**config.mk**
```make
export PLATFORM = sky130hd
export DESIGN_NAME = instr_seq_ctrl
export DESIGN_NICKNAME = d
export VERILOG_FILES = /design/src/rtl/rv_pkg.sv /design/src/rtl/instr_buf.sv /design/src/rtl/instr_seq_ctrl.sv
export SDC_FILE = /design/constraint.sdc
export NUM_CORES = 1
export LEC_CHECK = 0
export CAP_MARGIN = 5
export CELL_PAD_IN_SITES_DETAIL_PLACEMENT = 1
export CELL_PAD_IN_SITES_GLOBAL_PLACEMENT = 1
export CORE_MARGIN = 1
export CORE_UTILIZATION = 55
export DETAILED_ROUTE_END_ITERATION = 10
export PLACE_DENSITY_LB_ADDON = 0.1
export SETUP_SLACK_MARGIN = 0.3
export SYNTH_ARGS = -nofsm -noshare
export SYNTH_HDL_FRONTEND = slang
export SYNTH_SLANG_ARGS = --single-unit
export TNS_END_PERCENT = 1
```
**constraint.sdc**
```tcl
create_clock -name clk -period 4.9 [get_ports clk]
set_input_delay 1.225 -clock clk [delete_from_list [all_inputs] [get_ports clk]]
set_output_delay 1.225 -clock clk [all_outputs]
set_load 0.1 [all_outputs]
```
**src/rtl/rv_pkg.sv**
```systemverilog
// Shared definitions for the R-type instruction sequencer: opcodes,
// instruction field positions and the sequencer state encoding.
package rv_pkg;

  localparam logic [6:0]  OPC_RTYPE = 7'b0110011;
  localparam logic [31:0] HALT_WORD = 32'h0000_0000;

  localparam int OPC_LSB = 0;
  localparam int RD_LSB  = 7;
  localparam int F3_LSB  = 12;
  localparam int RS1_LSB = 15;
  localparam int RS2_LSB = 20;
  localparam int F7_LSB  = 25;

  typedef enum logic [2:0] {
    ST_IDLE   = 3'd0,
    ST_FETCH  = 3'd1,
    ST_DECODE = 3'd2,
    ST_ISSUE  = 3'd3,
    ST_DONE   = 3'd4
  } state_e;

endpackage

```
**src/rtl/instr_buf.sv**
```systemverilog
// Program buffer: simple dual-port DEPTH x WIDTH RAM, one write port and one
// read port whose data appears the cycle after rd_en_i.
module instr_buf #(
  parameter int WIDTH = 32,
  parameter int DEPTH = 32,
  parameter int AW    = $clog2(DEPTH)
) (
  input  logic             clk,
  input  logic             wr_en_i,
  input  logic [AW-1:0]    wr_addr_i,
  input  logic [WIDTH-1:0] wr_data_i,
  input  logic             rd_en_i,
  input  logic [AW-1:0]    rd_addr_i,
  output logic [WIDTH-1:0] rd_data_o
);

  logic [WIDTH-1:0] mem_q [DEPTH];
  logic [WIDTH-1:0] rd_data_q;

  // Contents are don't-care after reset, so the array carries no reset.
  always_ff @(posedge clk) begin
    if (wr_en_i) begin
      mem_q[wr_addr_i] <= wr_data_i;
    end
    if (rd_en_i) begin
      rd_data_q <= mem_q[rd_addr_i];
    end
  end

  assign rd_data_o = rd_data_q;

endmodule

```
**src/rtl/instr_seq_ctrl.sv**
```systemverilog
// Instruction sequencer: buffers a loaded program, then fetches, decodes and
// issues R-type instructions to the ALU until a halt word or the program end.
module instr_seq_ctrl
  import rv_pkg::*;
#(
  parameter int WIDTH = 32,
  parameter int DEPTH = 32
) (
  input  logic                     clk,
  input  logic                     rst,
  input  logic                     load_valid,
  input  logic [WIDTH-1:0]         load_data,
  output logic                     load_ready,
  input  logic                     clear,
  input  logic                     start,
  output logic                     busy,
  output logic                     done,
  output logic                     err,
  output logic                     issue_valid,
  input  logic                     issue_ready,
  output logic [6:0]               opcode,
  output logic [4:0]               rd,
  output logic [2:0]               funct3,
  output logic [4:0]               rs1,
  output logic [4:0]               rs2,
  output logic [6:0]               funct7,
  output logic [$clog2(DEPTH)-1:0] pc
);

  localparam int AW = $clog2(DEPTH);
  localparam logic [AW:0] CNT_FULL = (AW+1)'(DEPTH);

  state_e           state_q, state_d;
  logic [AW:0]      wr_cnt_q, wr_cnt_d;
  logic [AW-1:0]    pc_q, pc_d;
  logic             err_q, err_d;
  logic [WIDTH-1:0] word_q, word_d;
  logic [WIDTH-1:0] rd_data_s;
  logic             last_s;
  logic             load_ready_s;
  logic             wr_en_s;

  instr_buf #(
    .WIDTH (WIDTH),
    .DEPTH (DEPTH),
    .AW    (AW)
  ) u_buf (
    .clk       (clk),
    .wr_en_i   (wr_en_s),
    .wr_addr_i (wr_cnt_q[AW-1:0]),
    .wr_data_i (load_data),
    .rd_en_i   (state_q == ST_FETCH),
    .rd_addr_i (pc_q),
    .rd_data_o (rd_data_s)
  );

  assign load_ready_s = (state_q == ST_IDLE) && (wr_cnt_q < CNT_FULL) && !start && !clear;
  assign wr_en_s      = load_valid && load_ready_s;
  // The end check compares against wr_cnt so pc never has to reach DEPTH.
  assign last_s       = (({1'b0, pc_q} + (AW+1)'(1)) == wr_cnt_q);

  // Next-state, counter, pc, error and field-latch logic.
  always_comb begin
    state_d  = state_q;
    wr_cnt_d = wr_cnt_q;
    pc_d     = pc_q;
    err_d    = err_q;
    word_d   = word_q;
    case (state_q)
      ST_IDLE: begin
        if (clear) begin
          wr_cnt_d = '0;
          err_d    = 1'b0;
        end else if (start) begin
          if (wr_cnt_q == '0) begin
            state_d = ST_DONE;
          end else begin
            pc_d    = '0;
            state_d = ST_FETCH;
          end
        end else if (wr_en_s) begin
          wr_cnt_d = wr_cnt_q + (AW+1)'(1);
        end else begin
          state_d = ST_IDLE;
        end
      end
      ST_FETCH: begin
        state_d = ST_DECODE;
      end
      ST_DECODE: begin
        if (rd_data_s == HALT_WORD) begin
          state_d = ST_DONE;
        end else if (rd_data_s[OPC_LSB +: 7] != OPC_RTYPE) begin
          err_d = 1'b1;
          if (last_s) begin
            state_d = ST_DONE;
          end else begin
            pc_d    = pc_q + AW'(1);
            state_d = ST_FETCH;
          end
        end else begin
          word_d  = rd_data_s;
          state_d = ST_ISSUE;
        end
      end
      ST_ISSUE: begin
        if (issue_ready) begin
          if (last_s) begin
            state_d = ST_DONE;
          end else begin
            pc_d    = pc_q + AW'(1);
            state_d = ST_FETCH;
          end
        end else begin
          state_d = ST_ISSUE;
        end
      end
      ST_DONE: begin
        state_d = ST_IDLE;
      end
      default: begin
        state_d = ST_IDLE;
      end
    endcase
  end

  // State and datapath registers with synchronous reset.
  always_ff @(posedge clk) begin
    if (rst) begin
      state_q  <= ST_IDLE;
      wr_cnt_q <= '0;
      pc_q     <= '0;
      err_q    <= 1'b0;
      word_q   <= '0;
    end else begin
      state_q  <= state_d;
      wr_cnt_q <= wr_cnt_d;
      pc_q     <= pc_d;
      err_q    <= err_d;
      word_q   <= word_d;
    end
  end

  assign load_ready  = load_ready_s;
  assign busy        = (state_q == ST_FETCH) || (state_q == ST_DECODE) || (state_q == ST_ISSUE);
  assign done        = (state_q == ST_DONE);
  assign issue_valid = (state_q == ST_ISSUE);
  assign err         = err_q;
  assign pc          = pc_q;
  assign opcode      = word_q[OPC_LSB +: 7];
  assign rd          = word_q[RD_LSB  +: 5];
  assign funct3      = word_q[F3_LSB  +: 3];
  assign rs1         = word_q[RS1_LSB +: 5];
  assign rs2         = word_q[RS2_LSB +: 5];
  assign funct7      = word_q[F7_LSB  +: 7];

endmodule

```
---- Word-level counts from Yosys, hierarchy flattened ----
Memory sizes are Yosys's and may differ from the RTL's. A register that Yosys moved wholly into a read port is not among the register bits.
Cells that the tools add are included.
word-level totals
  register bits ........................... 47
  RAM bits ................................ 1024
  input port bits ......................... 38
  word-level logic and storage cells ...... 72
  memories kept ........................... 1
memories
  memory       depth  width  read ports  clocked after memory_dff  write ports  line             RTL
  u_buf.mem_q  32     32     1           1                         1            instr_buf.sv:17  logic [WIDTH-1:0] mem_q [DEPTH];
operators by class
  add/subtract/negate cells ............... 3
  $lt $le $gt $ge ......................... 1
  equal/unequal tests ..................... 15
  multiplexer cells ....................... 26
  bitwise operators ....................... 2
  reductions and logical operators ........ 19
operators by type and width
  cell                                                number
  two-way mux 5 bit                                   7
  logical NOT 32 bit                                  1
  two-way mux 3 bit                                   8
  two-way mux 6 bit                                   3
  one-hot mux 5 bit (3 select lines)                  1
  != test 2 bit (second input constant)               7
  one-hot mux 3 bit (4 select lines)                  1
  != test 7 x 6 -> 1 bit (second input constant)      1
  AND reduction 7 bit                                 1
  adder 5 x 1 -> 6 bit (second input constant)        1
  adder 6 x 1 -> 6 bit (second input constant)        1
  == test 3 x 2 -> 1 bit (second input constant)      2
  == test 6 bit                                       1
  logical NOT 6 bit                                   1
  less-than comparator 6 bit (second input constant)  1
  AND reduction 3 bit                                 2
  adder 5 x 1 -> 5 bit (second input constant)        1
  two-way mux 1 bit                                   5
  logical AND 1 bit                                   4
  AND reduction 4 bit                                 1
  nonzero test 2 bit                                  2
  == test 3 x 1 -> 1 bit (second input constant)      1
  == test 3 bit (second input constant)               1
  logical NOT 3 bit                                   1
  other kinds (8)                                     11

---- Longest topological paths before layout ----
  depth in word-level cells ............... 9
  depth in mapped cells ................... 8
  mapped depth without buffers ............ 7

---- By module ----
From an unflattened synthesis, not the netlist that was laid out.
unflattened totals
  cells, all modules ...................... 2542
  area, all modules ....................... 42987.5 um2
modules (own cells, without submodules)
  module          instances  cells an instance  area an instance (um2)  sequential area each (um2)
  instr_buf       1          2260               40805.4                 31710.4
  instr_seq_ctrl  1          282                2182.1                  940.9

---- Worst setup path before layout ----
OpenSTA, ideal clock, no wires.
  kind .................................... input-to-reg
  start point ............................. input port clear
  end point ............................... memory u_buf.mem_q[29][0], enable pin
  data arrival time ....................... 6629 ps
  slack ................................... -2150 ps
  stages .................................. 5
  path buffers ............................ 1
  path through ............................ nor4b_1 -> and2_1 -> buf_2 -> nand2_1 -> nor2_1
between the ends
  longest elaborated chain between the ends .. 5
ends and longest elaborated chain
  element                                  line                  RTL
  from (decl)                              instr_seq_ctrl.sv:14  input logic clear,
  logical NOT 1 bit                        instr_seq_ctrl.sv:57  assign load_ready_s = (state_q == ST_IDLE) && (wr_cnt_q < CNT_FULL) && !start && !clear;
  logical AND 1 bit                        instr_seq_ctrl.sv:57
  logical AND 1 bit                        instr_seq_ctrl.sv:58  assign wr_en_s = load_valid && load_ready_s;
  two-way mux 1 bit                        instr_buf.sv:22       if (wr_en_i) begin
  two-way mux 1 bit (not written as such)  instr_buf.sv:23       mem_q[wr_addr_i] <= wr_data_i;
  to (decl)                                instr_buf.sv:17
No other way between the ends.

---- Worst setup path after layout ----
  start point ............................. register state_q[2]
  end point ............................... output port issue_valid
between the ends
  longest elaborated chain between the ends .. 1
ends and longest elaborated chain
  element                 line                   RTL
  from (decl)             instr_seq_ctrl.sv:33   state_e state_q, state_d;
  from (signal assigned)  instr_seq_ctrl.sv:136  state_q <= state_d;
  == test 3 x 2 -> 1 bit  instr_seq_ctrl.sv:147  assign issue_valid = (state_q == ST_ISSUE);
  to (decl)               instr_seq_ctrl.sv:19   output logic issue_valid,
No other way between the ends.

==> impl_results.md <==
* Status: finished clean
* LEAKAGE at 14.5 nW
* Min cycle time layout at 4.07 ns
* Initial antenna violation count at 8
* Number of I/O pins at 80
* Final Hold Fails at 0
* Pin count of the biggest net entering global routing at 125
* # clock sinks at 1103
* Syn nets at 1847
* Post-cts resize count at 0
* Compound-Gate Fraction of Synth Area at 0.899%
* Detailed Routing Iterations Pass 1 at 7
* Post-Synth Adder-Cell Area at 0.149%
* Initial Util at 56.0%
* Simple-gate share of the synthesized area at 1.88%
* Unrepaired setup endpoints after global routing: no
* Clock tree from TritonCTS: built
* EDFF count, synth at 1056
* Hold_sp: word_q[8]
* Sequential-to-total area share from yosys stat at 77.7%
* Final Max Slew Viols at 0
* Post-synth ARST share at 0%
* IO buf count at slightly below 80
* Total routed wirelength at 111 mm
* Die X at 278 µm
* Period Utilization, post-route at 83.1%
* GR Util All Layers at between 20% and 30%
* Synth Cell Area at 0.0420 mm²
* Worst-Skew Late Latency at slightly below 0.7 ns
* Post-route ant nets at 0
* Worst Hold Class: reg -> reg
* Area Overhead vs Synth at 14.4%
* Mapped Cells at roughly 1800
* FF-to-FF Start: pc[0]
* Worst-Margin Slew at 1.19 ns
* CTS Buffer Depth at 3
* Crit start category: register
* Starting DRT DRC Count at 2746
* Post-DR wirelength/cell at 36.8 µm
* Clock transition at the registers of the reported paths at approximately 0.060 ns
* CP Class: reg -> out
* Row count at 100
* Number of global-route vias before repair at about 20000
* Die area at 0.0775 mm²
* First-pass GRT wire length at roughly 160 mm
* Yosys Warn Count at 0
* CP required at 3.67 ns
* H-tree Lvls at 3
* Detailed-route DRC error count at 0
* Clock buffer count from CTS at 108
* Most common cell after layout, fill and taps aside: edfxtp_1
* GPL Wtd Cong at between 0.8 and 0.9
* Via count at 20400
* Power per cell area at 392 mW/mm²
* Post-CTS Hold Fix Bufs at 0
* Largest family of logic cells by synthesized area: multiplexers
* Crit. End Element: output port
* XOR/XNOR share of the synthesized area at less than 1%
* Postcts setup bufs at 0
* Clk_skew at 0.0253 ns
* Max Clk Rate at 246 MHz
* Most frequent cells in the layout: edfxtp_1, mux4_2, clkbuf_16
* DP Wirelength at around 69 mm
* Overflow after GRT at 0
* Setup-failing EPs final at 0
* Final #Nets at 2013
* Number of synthesized register bits at 1103
* Max_slew headroom at between 20% and 30%
* Crit-path max FO at 10
* Synth Flop Type: edfxtp_1
* CP arrival at ~2.9 ns
* Max Cap Viol at 0
* Mean Syn Cell Area at between 20 and 25 µm²
* Yosys cell types at 50
* Setup_tns at 0 ns
* Die height at 278 µm
* Via density at roughly 6.7
* Root buffer cell: clkbuf_16
* Critical path launch point: state_q[2]
* Final core occ at 64.1%
* Mux contribution to synthesized area at 18.0%
* Core Region at roughly 0.075 mm²
* Layout cells sized above 1 at 31.4%
* Worst VDD drop at approximately 0.00027 V
==> Yosys cell counts (3+ instances only) <==
cell	instances	area, µm²
a21oi_1	30	150
a31oi_1	7	43.8
and3_1	5	31.3
buf_1	11	41.3
buf_2	18	90.1
buf_4	19	143
buf_6	3	33.8
clkbuf_1	42	158
dfxtp_1	47	941
edfxtp_1	1056	31700
ha_1	5	62.6
inv_1	7	26.3
mux2_2	32	360
mux4_2	320	7210
nand2_1	66	248
nand3_1	7	35.0
nand3b_1	4	30.0
nand4_1	5	31.3
nor2_1	58	218
nor3_1	4	20.0
nor4_1	9	56.3
o21ai_0	4	20.0
o32ai_1	3	26.3
or3_1	5	31.3
xnor2_1	5	43.8
xor2_1	4	35.0
==> routing by layer <==
layer	global-route usage, %	vias to the layer above	wire [µm]
li1	-	7998	-
met1	47.7	11000	47800
met2	41.6	1231	49100
met3	7.00	108	12600
met4	5.95	2	1880
met5	0	-	103
==> power by group <==
group	leakage, nW	internal [mW]	switching (mW)
registers	9.87	10.3	0.00509
logic	2.88	0.0523	0.246
clock network	1.71	4.76	3.47
total	14.5	15.1	3.72
==> metrics by stage <==
step	hold WS, ns	total power, mW	instances	setup WS (ns)	instance area (µm²)
floorplan	0.488	10.6	1804	0.144	42000
global placement	0.446	10.8	2829	0.886	44600
detailed placement	0.454	10.8	2829	0.771	44600
CTS	0.462	19.0	3028	0.813	48100
global route	0.477	19.3	3028	0.732	48100
finish	0.462	18.9	3030	0.828	48100
==> cells by family (layout without fill, tap and decap cells) <==
group | Yosys count | in the layout
flops | 1103 | 1103
buf+inv | 101 | 356
other cells | 0 | 2
xor+xnor | 9 | 9
simple gates | 175 | 175
fa+ha+maj | 5 | 5
compound gates | 59 | 59
mux | 352 | 352
==> worst max-delay path: stages (launching register included) <==
cell             delay (ns)
dfxtp_1                0.42
nand2b_1               0.38
nor2_1                 0.22
clkdlybuf4s50_1        1.16
==> sequential cells by signal (all words and copies together) (netlist names) <==
signal / flops
err: 1
pc: 5
u_buf.rd_data_o: 32
word_q: 32
u_buf.mem_q: 1024
wr_cnt_q: 6
state_q: 3
==> final timing paths <==
path / endpoint / slack, ns / cells after the start
min reg2reg: word_q[8] / 0.46 / 2
max reg2reg: u_buf.rd_data_o[22] / 1.61 / 4
min: word_q[8] / 0.46 / 2
max: issue_valid / 0.83 / 3
==> cell type report <==
type | count | area, µm²
clock buffer | 132 | 2890
sequential | 1103 | 32700
multi-input combinational | 600 | 9140
fill | 5935 | 27000
tap | 969 | 1210
timing repair buffer | 149 | 1520
inverter | 8 | 32.5
antenna | 2 | 5.00
clock inverter | 67 | 632
No activity file was read; power rests on OpenSTA's default activity.
